### config.mk
export PLATFORM = sky130hd
export DESIGN_NAME = tdm_demux_1to4_flat
export DESIGN_NICKNAME = d
export VERILOG_FILES = /design/src/rtl/tdm_demux_1to4_if.sv /design/src/rtl/tdm_demux_1to4.sv /design/src/flat_wrapper.sv
export SDC_FILE = /design/constraint.sdc
export NUM_CORES = 1
export LEC_CHECK = 0
export CORE_MARGIN = 4
export CORE_UTILIZATION = 25
export DETAILED_ROUTE_END_ITERATION = 8
export SLEW_MARGIN = 20
export SYNTH_ARGS = -nofsm -noshare
export SYNTH_HDL_FRONTEND = slang
export SYNTH_SLANG_ARGS = --single-unit
export TNS_END_PERCENT = 5
### constraint.sdc
create_clock -name clk -period 3.05 [get_ports clk]
set_input_delay 0.305 -clock clk [delete_from_list [all_inputs] [get_ports clk]]
set_output_delay 0.305 -clock clk [all_outputs]
set_load 0.01 [all_outputs]
### src/rtl/tdm_demux_1to4_if.sv
// Bundle of link-side and consumer-side signals for the 1:4 TDM demultiplexer.
// The master side drives the serial link and observes the frame; the slave side is the demux.
interface tdm_demux_1to4_if #(
    parameter int WIDTH = 1
);
    logic [WIDTH-1:0]   din;
    logic               din_valid;
    logic               frame_sync;
    logic [4*WIDTH-1:0] dout;
    logic               dout_valid;
    logic [1:0]         slot;
    logic               locked;
    logic               sync_err;

    modport master (
        output din,
        output din_valid,
        output frame_sync,
        input  dout,
        input  dout_valid,
        input  slot,
        input  locked,
        input  sync_err
    );

    modport slave (
        input  din,
        input  din_valid,
        input  frame_sync,
        output dout,
        output dout_valid,
        output slot,
        output locked,
        output sync_err
    );
endinterface

### src/rtl/tdm_demux_1to4.sv
// Receive end of a 4-channel TDM link: aligns to the frame marker, collects slots 0..2
// into shadow lanes and publishes the whole frame atomically when slot 3 arrives.
module tdm_demux_1to4 #(
    parameter int WIDTH = 1
) (
    input  logic                  clk,
    input  logic                  rst,
    tdm_demux_1to4_if.slave       bus
);

    typedef enum logic {
        HUNT   = 1'b0,
        LOCKED = 1'b1
    } state_t;

    state_t                     state_q, state_d;
    logic [1:0]                 slot_q, slot_d;
    logic [2:0][WIDTH-1:0]      shadow_q, shadow_d;
    logic [4*WIDTH-1:0]         dout_q, dout_d;
    logic                       dout_valid_q, dout_valid_d;
    logic                       sync_err_q, sync_err_d;

    // Next-state: steer each accepted sample to its lane; slot 3 publishes the frame,
    // a marker arriving mid-frame throws the partial frame away and restarts at lane 0.
    always_comb begin
        state_d      = state_q;
        slot_d       = slot_q;
        shadow_d     = shadow_q;
        dout_d       = dout_q;
        dout_valid_d = 1'b0;
        sync_err_d   = 1'b0;

        if (bus.din_valid) begin
            if (state_q == HUNT) begin
                if (bus.frame_sync) begin
                    shadow_d[0] = bus.din;
                    slot_d      = 2'd1;
                    state_d     = LOCKED;
                end
            end else if (bus.frame_sync) begin
                sync_err_d  = (slot_q != 2'd0);
                shadow_d[0] = bus.din;
                slot_d      = 2'd1;
            end else begin
                case (slot_q)
                    2'd0: begin
                        shadow_d[0] = bus.din;
                        slot_d      = 2'd1;
                    end
                    2'd1: begin
                        shadow_d[1] = bus.din;
                        slot_d      = 2'd2;
                    end
                    2'd2: begin
                        shadow_d[2] = bus.din;
                        slot_d      = 2'd3;
                    end
                    default: begin
                        dout_d       = {bus.din, shadow_q};
                        dout_valid_d = 1'b1;
                        slot_d       = 2'd0;
                    end
                endcase
            end
        end
    end

    // State, lane and output registers; reset returns everything to an empty, hunting receiver.
    always_ff @(posedge clk or posedge rst) begin
        if (rst) begin
            state_q      <= HUNT;
            slot_q       <= 2'd0;
            shadow_q     <= '0;
            dout_q       <= '0;
            dout_valid_q <= 1'b0;
            sync_err_q   <= 1'b0;
        end else begin
            state_q      <= state_d;
            slot_q       <= slot_d;
            shadow_q     <= shadow_d;
            dout_q       <= dout_d;
            dout_valid_q <= dout_valid_d;
            sync_err_q   <= sync_err_d;
        end
    end

    assign bus.dout       = dout_q;
    assign bus.dout_valid = dout_valid_q;
    assign bus.slot       = slot_q;
    assign bus.locked     = (state_q == LOCKED);
    assign bus.sync_err   = sync_err_q;

endmodule

### src/flat_wrapper.sv
// flat-port wrapper written by rule: the top's interface ports become plain ports
module tdm_demux_1to4_flat 
#(
    parameter int WIDTH = 1
)
  (clk, rst, bus_din, bus_din_valid, bus_frame_sync, bus_dout, bus_dout_valid, bus_slot, bus_locked, bus_sync_err);
  tdm_demux_1to4_if #(.WIDTH(WIDTH)) bus_i ();
  input  logic clk;
  input  logic rst;
  input wire logic [$bits(bus_i.din)-1:0] bus_din;
  input wire logic [$bits(bus_i.din_valid)-1:0] bus_din_valid;
  input wire logic [$bits(bus_i.frame_sync)-1:0] bus_frame_sync;
  output wire logic [$bits(bus_i.dout)-1:0] bus_dout;
  output wire logic [$bits(bus_i.dout_valid)-1:0] bus_dout_valid;
  output wire logic [$bits(bus_i.slot)-1:0] bus_slot;
  output wire logic [$bits(bus_i.locked)-1:0] bus_locked;
  output wire logic [$bits(bus_i.sync_err)-1:0] bus_sync_err;
  assign bus_i.din = bus_din;
  assign bus_i.din_valid = bus_din_valid;
  assign bus_i.frame_sync = bus_frame_sync;
  assign bus_dout = bus_i.dout;
  assign bus_dout_valid = bus_i.dout_valid;
  assign bus_slot = bus_i.slot;
  assign bus_locked = bus_i.locked;
  assign bus_sync_err = bus_i.sync_err;
  tdm_demux_1to4 #(.WIDTH(WIDTH)) u_core (.clk(clk), .rst(rst), .bus(bus_i));
endmodule
======== Yosys cells after proc, flatten, opt, wreduce, memory -nomap -nowiden ========
Cells that the tools add are included.
word-level totals
  logic and storage cells ................. 39
  input bits .............................. 5
  register bits after elaboration ......... 12
operators by class
  reductions and logical operators ........ 10
  equality and inequality tests ........... 2
  muxes and demuxes ....................... 17
  bitwise logic cells ..................... 2
operators with widths
  operator                                       number
  2-to-1 mux 1 bit                               13
  AND reduction 4 bit                            3
  2-to-1 mux 2 bit                               3
  one-hot mux 2 bit (3 select lines)             1
  nonzero test 2 bit                             3
  AND reduction 3 bit                            1
  OR reduction 3 bit                             1
  == test 2 x 1 -> 1 bit, second input constant  1
  == test 2 bit, second input constant           1
  logical NOT 2 bit                              1
  inverter 1 bit                                 2
  AND reduction 2 bit                            1

======== Depth between registers and ports, before layout ========
Gate-level depths: netlist (run 1).
  depth after elaboration ................. 6
  mapped depth ............................ 4
  gate-level depth less buffers ........... 4

======== Worst setup path after synthesis (run 1) ========
OpenSTA, ideal clock, no wires.
  path type ............................... reg2reg
  start ................................... register u_core.slot_q[0], in the netlist u_core.bus.slot[0]
  end ..................................... register u_core.shadow_q[2] in the netlist's numbering
  library setup time ...................... 125 ps
  stages on the path, launching flop included .. 5
  slack ................................... 1813 ps
  period minus slack after synthesis ...... 1237 ps
  path buffers ............................ 0
  arrival ................................. 1112 ps
  cells stage by stage .................... dfrtp_1 > inv_1 > ha_1 > nand4b_1 > mux2_2
on the way
  word-level cells in the longest chain between the ends .. 2
ends and longest elaborated chain
  element                        RTL line              text
  from (decl)                    tdm_demux_1to4.sv:17  logic [1:0] slot_q, slot_d;
  from (signal assigned)         tdm_demux_1to4.sv:79  slot_q <= slot_d;
  == test 2 bit                  tdm_demux_1to4.sv:45  case (slot_q)
  AND reduction 4 bit (no line)  --
  to (signal assigned)           tdm_demux_1to4.sv:80  shadow_q <= shadow_d;
  to (decl)                      tdm_demux_1to4.sv:18  logic [2:0][WIDTH-1:0] shadow_q, shadow_d;
No other way between the ends.
A chain may end at the register's enable or synchronous reset.

======== Worst setup path in the final report (run 1) ========
  start ................................... register u_core.state_q, in the netlist u_core.bus.locked
  end ..................................... output port bus_locked
RTL lines
  element                 RTL line              text
  from (decl)             tdm_demux_1to4.sv:16  state_t state_q, state_d;
  from (signal assigned)  tdm_demux_1to4.sv:78  state_q <= state_d;
  to (decl)               flat_wrapper.sv:16    output wire logic [$bits(bus_i.locked)-1:0] bus_locked;
No word-level cell between the ends.

==> results of run 1 <==
-- area by class of cell --
| class | instances | area share (%) |
|---|---|---|
| multi-input combinational | 24 | 32.8 |
| clock buffer | 4 | 4.68 |
| inverter | 5 | 2.42 |
| timing repair buffer | 13 | 16.8 |
| sequential | 12 | 38.8 |
| tap | 28 | 4.52 |
-- path summary, 6_finish.rpt --
| kind | start | end | slack, ns | cells past startpoint |
|---|---|---|---|---|
| min in group clk | u_core.shadow_q[2] | u_core.bus.dout[2] | 0.51 | 1 |
| worst min-delay path | rst | u_core.bus.dout[3] | 0.33 | 2 |
| worst max-delay path | u_core.bus.locked | bus_locked | 1.31 | 1 |
| worst max register to register | u_core.bus.slot[0] | u_core.shadow_q[2] | 1.78 | 4 |
| worst min register to register | u_core.shadow_q[2] | u_core.bus.dout[2] | 0.51 | 1 |
| max in group asynchronous | rst | u_core.bus.slot[0] | 2.41 | 2 |
-- Yosys cell counts, types with 2 or more instances --
master,number
dfrtp_1,12
mux2_4,4
nand4b_1,2
buf_6,2
mux2_2,2
inv_1,5
ha_1,4
-- where the power goes --
group	internal (mW)	switching (mW)
registers	0.205	0.0274
clock network	0.0726	0.0532
logic	0.120	0.0643
total	0.398	0.145
-- cells by family after synthesis --
logic type               count (synthesis)  share of synthesized area [%]
flip-flops                              12                           50.4
AO/OA/AOI/OAI                            7                           9.04
buffers and inverters                    7                           6.93
AND/OR/NAND/NOR                          7                           11.3
multiplexers                             6                           13.9
adder cells (fa/ha/maj)                  4                           8.40
-- metal layers --
metal	part of all wire [%]	track usage (%)	vias up
li1	-	-	180
met1	52	10.5	178
met2	37	9.24	15
met3	8.9	5.06	5
met4	2.2	3.97	0
met5	0	0	-
-- state kept, by name (all words and copies together), names as in the netlist --
signal,cells
u_core.bus.sync_err,1
u_core.shadow_q,3
u_core.bus.locked,1
u_core.bus.dout,4
u_core.bus.dout_valid,1
u_core.bus.slot,2
-- per-stage QoR --
step	area (um^2)	hold slack (ns)	total power [mW]	setup WS, ns	instances
final	774	0.331	0.543	1.31	86
after floorplan	596	0.170	0.335	1.81	43
after CTS	774	0.349	0.554	1.29	86
after global placement	738	0.490	0.421	1.41	82
after global routing	774	0.393	0.580	1.23	86
after detailed placement	738	0.496	0.424	1.37	82
==> run metrics, run 1 <==
status completed; Die X 56.8 um; clock latency on the worst-skew pair 0.27 ns; post-synthesis net count 52; setup_tns 0 ns; Reg area 300 um^2; fin. max-slew vios 0; CP delay by family, top buffers and inverters; Post-synth EDFFs 0; Clock Skews 0.00140 ns; startpoint types register; Tcrit/Tclk final 57.0%; syn avg cell area 13.9 um^2; endpoint class of the critical path output pin; worst-path fanout max 10; worst path required time 2.74 ns; die area 3230 um^2; Max Clock Freq 575 MHz; CP arrival 1.43 ns; antenna cells 0; Final ANT Viol Nets 0; core area 2230 um^2; Main synth FF type dfrtp_1; die height 56.8 um; GPL Wtd Cong 0.701; CTS resizes 0; # DRC 0; Bufs and invs on worst path 1; Hold Crit Class primary input to async pin; critical path's slowest cell clkdlybuf4s50_1; drt first-iter violations 3; Sink Count 12; drt pass-1 iters 2; initial antenna violation count 0; P&R area growth vs syn 30.0%; Multi-input gate area 254 um^2; layout cells sized above 1 20.7%; Mapped Cells 43; minimum clock period 1.74 ns; DR WL/cell 12.0 um; # Max-Cap Violations 0; largest net degree at the start of global routing 13; root buffer cell clkbuf_4; Starting Density 26.7%; flops & latches, synth 12; Remaining Overflow, GRT 0; Setup CP Type register to output pin; htree depth 1; Relative slew margins 70.3%; Leak Pwr 0.361 nW; unrepaired setup endpoints after global routing no; DP HPWL 737 um; cts hold-fix bufs 0; Tightest Pin Transition 0.446 ns; synth unique cells 19; wire length of the first global-routing pass 1840 um; Mapped Area 596 um^2; commonest non-fill, non-tap cells in the layout 13 x clkdlybuf4s50_1, 12 x dfrtp_1, 5 x inv_1; top cell type's share of synthesized area 50.4%; Post-Route WL 1030 um; Ports 14; Final Setup Violations 0; commonest non-fill, non-tap cell in the layout clkdlybuf4s50_1; post-CTS setup buffer count 0; CTS tree yes; Finished Core Util 34.7%; vias in the first global route 354; Worst path max stage delay 0.61 ns; CP cell instances clkdlybuf4s50_1; share of async-settable or async-resettable flops after synthesis 100%; pwr/cell area 701 nW/um^2; synth top area cells dfrtp_1 50%, mux2_4 10%, ha_1 8.4%; clk buf depth 2; via-per-instance ratio 4.40; IO buf count 13; fillers 232; Synth area leader dfrtp_1; Clk pin slew, worst setup/hold paths 0.07 ns; row count 17; yosys warns 0; CTS Buf Count 3; final hold vios 0; nets@finish 68; register area share after synthesis 50.4%; IR Drop Worst-Case VDD 0.262 mV; Vias 378; gr usage total 7.81%
Power figures use the tool's default switching activity.
==> run 2, diff against run 1 <==
==> constraint.sdc (replaced) <==
create_clock -name clk -period 1.7 [get_ports clk]
set_input_delay 0.17 -clock clk [delete_from_list [all_inputs] [get_ports clk]]
set_output_delay 0.17 -clock clk [all_outputs]
set_load 0.01 [all_outputs]
==> run metrics, run 2 (same netlist as run 1, synthesis figures left out) <==
unrepaired setup endpoints after global routing no; P&R area growth vs syn 30.0%; IR Drop Worst-Case VDD 0.528 mV; post-CTS setup buffer count 0; vias in the first global route 370; Tcrit/Tclk final 94.7%; Tightest Pin Transition 0.454 ns; CTS resizes 0; # DRC 0; core area 2230 um^2; Remaining Overflow, GRT 0; Final ANT Viol Nets 0; commonest non-fill, non-tap cell in the layout clkdlybuf4s50_1; commonest non-fill, non-tap cells in the layout 13 x clkdlybuf4s50_1, 12 x dfrtp_1, 5 x inv_1; largest net degree at the start of global routing 13; Relative slew margins 69.7%; pre-CTS setup slack 0.153 ns; Clock Skews 0.00195 ns; Bufs and invs on worst path 1; Setup CP Type register to output pin; row count 17; CTS Buf Count 3; Vias 373; final hold vios 0; Die X 56.8 um; endpoint class of the critical path output pin; initial antenna violation count 0; die area 3230 um^2; CTS tree yes; Multi-input gate area 254 um^2; Setup WS post-layout 0.0905 ns; Starting Density 26.7%; status completed; Sink Count 12; GPL Wtd Cong 0.701; Post-Route WL 1020 um; CP delay by family, top buffers and inverters; cts hold-fix bufs 0; CP cell instances clkdlybuf4s50_1; nets@finish 68; minimum clock period 1.61 ns; Ports 14; setup_tns 0 ns; design area 774 um^2; clock latency on the worst-skew pair 0.27 ns; htree depth 1; DR WL/cell 11.9 um; worst-path fanout max 10; drt pass-1 iters 4; area of placed instances 738 um^2; CP arrival 1.44 ns; Clk pin slew, worst setup/hold paths 0.07 ns; drt first-iter violations 2; Largest register FFs 4; Max Clock Freq 621 MHz; antenna cells 0; pwr/cell area 1260 nW/um^2; clk buf depth 2; fillers 228; # Max-Cap Violations 0; IO buf count 13; wire length of the first global-routing pass 1840 um; Hold Slack 0.200 ns; fin. max-slew vios 0; Hold Crit Class primary input to async pin; worst path required time 1.53 ns; Reg area 300 um^2; via-per-instance ratio 4.34; layout cells sized above 1 20.7%; Leak Pwr 0.361 nW; startpoint types register; DP HPWL 737 um; gr usage total 7.81%; critical path's slowest cell clkdlybuf4s50_1; die height 56.8 um; Worst R2R Setup Slack 0.42 ns; Final Setup Violations 0; Worst path max stage delay 0.61 ns; root buffer cell clkbuf_4
## run 2: cell counts in the layout (fill, tap and decap cells not counted)
Identical to the previous run, type by type.
## run 2: area by class of cell
class | count | share of cell area [%]
timing repair buffer | 13 | 16.8
sequential | 12 | 38.8
inverter | 5 | 2.42
multi-input combinational | 24 | 32.8
tap | 28 | 4.52
clock buffer | 4 | 4.68
## run 2: through the flow
step | cells | util (%) | total power, mW
finish | 86 | 34.7 | 0.973
global route | 86 | 34.7 | 1.04
CTS | 86 | 34.7 | 0.994
detailed placement | 82 | 33.1 | 0.760
global placement | 82 | 33.1 | 0.756
floorplan | 43 | - | 0.601
## run 2: power breakdown
part	switching (mW)	internal, mW	leakage (nW)
Combinational	0.115	0.215	0.194
Clock	0.0939	0.130	0.0210
Sequential	0.0497	0.369	0.146
## run 2: path summary, 6_finish.rpt
path / startpoint / to / cells past startpoint
worst max-delay path: u_core.bus.locked / bus_locked / 1
worst min-delay path: rst / u_core.bus.dout[3] / 2
worst max register to register: u_core.bus.slot[0] / u_core.shadow_q[2] / 4
worst min register to register: u_core.shadow_q[2] / u_core.bus.dout[2] / 1
max in group asynchronous: rst / u_core.bus.slot[0] / 2
min in group clk: u_core.shadow_q[2] / u_core.bus.dout[2] / 1
## run 2: per-layer routing
| metal | vias to the layer above | part of all wire (%) | track usage, % |
|---|---|---|---|
| li1 | 181 | - | - |
| met1 | 172 | 49 | 10.1 |
| met2 | 15 | 39 | 9.41 |
| met3 | 5 | 9.9 | 5.52 |
| met4 | 0 | 2.4 | 3.97 |
| met5 | - | 0 | 0 |
==> run 3, diff against run 2 <==
--- a/config.mk
+++ b/config.mk
@@ -6,8 +6,9 @@
 export NUM_CORES = 1
 export LEC_CHECK = 0
 export CORE_MARGIN = 4
-export CORE_UTILIZATION = 25
+export CORE_UTILIZATION = 45
 export DETAILED_ROUTE_END_ITERATION = 8
+export PLACE_DENSITY = 0.73
 export SLEW_MARGIN = 20
 export SYNTH_ARGS = -nofsm -noshare
 export SYNTH_HDL_FRONTEND = slang
==> run metrics, run 3 (same netlist as run 1, synthesis figures left out) <==
status completed; Setup CP Type register to output pin; core area 1170 um^2; Worst path max stage delay 0.61 ns; fillers 90; pre-CTS setup slack 0.161 ns; vias in the first global route 424; P&R area growth vs syn 27.1%; drt pass-1 iters 4; Final Setup Violations 0; minimum clock period 1.61 ns; Vias 388; root buffer cell clkbuf_4; IO buf count 13; CTS resizes 0; Clk pin slew, worst setup/hold paths 0.08 ns; Finished Core Util 64.6%; cts hold-fix bufs 0; clock latency on the worst-skew pair 0.27 ns; Tightest Pin Transition 0.433 ns; CP delay by family, top buffers and inverters; Final ANT Viol Nets 0; DP HPWL 902 um; Worst R2R End u_core.shadow_q[2]; commonest non-fill, non-tap cell in the layout clkdlybuf4s50_1; Die X 44.4 um; Hold Crit Class primary input to async pin; combinational power share 34.3%; antenna cells 0; CP cell instances clkdlybuf4s50_1; CTS Buf Count 3; Worst R2R Setup Slack 0.41 ns; Ports 14; Bufs and invs on worst path 1; Max Clock Freq 620 MHz; die height 44.4 um; startpoint types register; # Max-Cap Violations 0; layout cells sized above 1 20.7%; Post-Route WL 1150 um; via-per-instance ratio 5.39; Worst R2R Start u_core.bus.slot[0]; setup_tns 0 ns; gr usage total 14.3%; final non-filler cell total 72; row count 12; final hold vios 0; Leak Pwr 0.361 nW; P_sw 276 uW; Largest register FFs 4; FF-to-FF path depth 4; endpoint class of the critical path output pin; Cells after DPL 68; CTS tree yes; critical path's slowest cell clkdlybuf4s50_1; fin. max-slew vios 0; Sw Ratio 27.9%; DR WL/cell 16.0 um; # DRC 0; post-CTS setup buffer count 0; Sink Count 12; initial antenna violation count 0; Setup WS post-layout 0.0868 ns; Clock Power Share 23.1%; nets@finish 68; Remaining Overflow, GRT 0; Relative slew margins 71.1%; Tcrit/Tclk final 94.9%; Pint 715 uW; sequential share of power 42.6%; wire length of the first global-routing pass 2030 um; Clock Skews 0.00245 ns; IR Drop Worst-Case VDD 0.654 mV; GPL Wtd Cong 0.770; unrepaired setup endpoints after global routing no; clk buf depth 2; pwr/cell area 1310 nW/um^2; htree depth 1; largest net degree at the start of global routing 13; commonest non-fill, non-tap cells in the layout 13 x clkdlybuf4s50_1, 12 x dfrtp_1, 5 x inv_1; drt first-iter violations 3; CP arrival 1.44 ns; worst-path fanout max 10; Starting Density 50.9%; Hold Slack 0.189 ns; die area 1970 um^2; worst path required time 1.53 ns
[run 3: cell counts in the layout (fill, tap and decap cells not counted)]
No cell type changed its count.
[run 3: metal layers]
| metal | vias up | track usage (%) | wire length (um) |
|---|---|---|---|
| li1 | 181 | - | - |
| met1 | 184 | 16.2 | 453 |
| met4 | 0 | 5.42 | 44 |
| met2 | 17 | 24.1 | 568 |
| met3 | 6 | 5.69 | 86 |
| met5 | - | 0 | 0 |
[run 3: final cells by class]
cell class	count	area [um^2]	area share (%)
multi-input cells	24	254	33.6
clock buffers	4	36.3	4.79
well taps	14	17.5	2.31
flip-flops and latches	12	300	39.7
inverters	5	18.8	2.48
repair buffers	13	130	17.2
[run 3: how the worst max path moves through the flow]
| stage | cells past startpoint | to | slack, ns | startpoint |
|---|---|---|---|---|
| after floorplan | 4 | u_core.shadow_q[2] | 0.46 | u_core.bus.slot[0] |
| after global placement | 3 | u_core.bus.dout[2] | 0.21 | bus_din_valid |
| after detailed placement | 3 | u_core.bus.dout[1] | 0.16 | bus_din_valid |
| after CTS | 1 | bus_locked | 0.08 | u_core.bus.locked |
| after global routing | 1 | bus_locked | 0.05 | u_core.bus.locked |
| final | 1 | bus_locked | 0.09 | u_core.bus.locked |
[run 3: per-stage QoR]
step / cell area, um^2 / power [mW]
6_report: 757 / 0.992
5_1_grt: 757 / 1.05
4_1_cts: 757 / 1.00
3_5_place_dp: 721 / 0.772
3_3_place_gp: 721 / 0.750
2_1_floorplan: 596 / 0.601
[run 3: power groups by stage]
stage          clock (mW)  combinational, mW  sequential, mW
2_1_floorplan           0              0.156           0.445
3_3_place_gp            0              0.330           0.420
3_5_place_dp            0              0.346           0.427
4_1_cts             0.233              0.347           0.422
5_1_grt             0.247              0.371           0.431
6_report            0.229              0.340           0.423
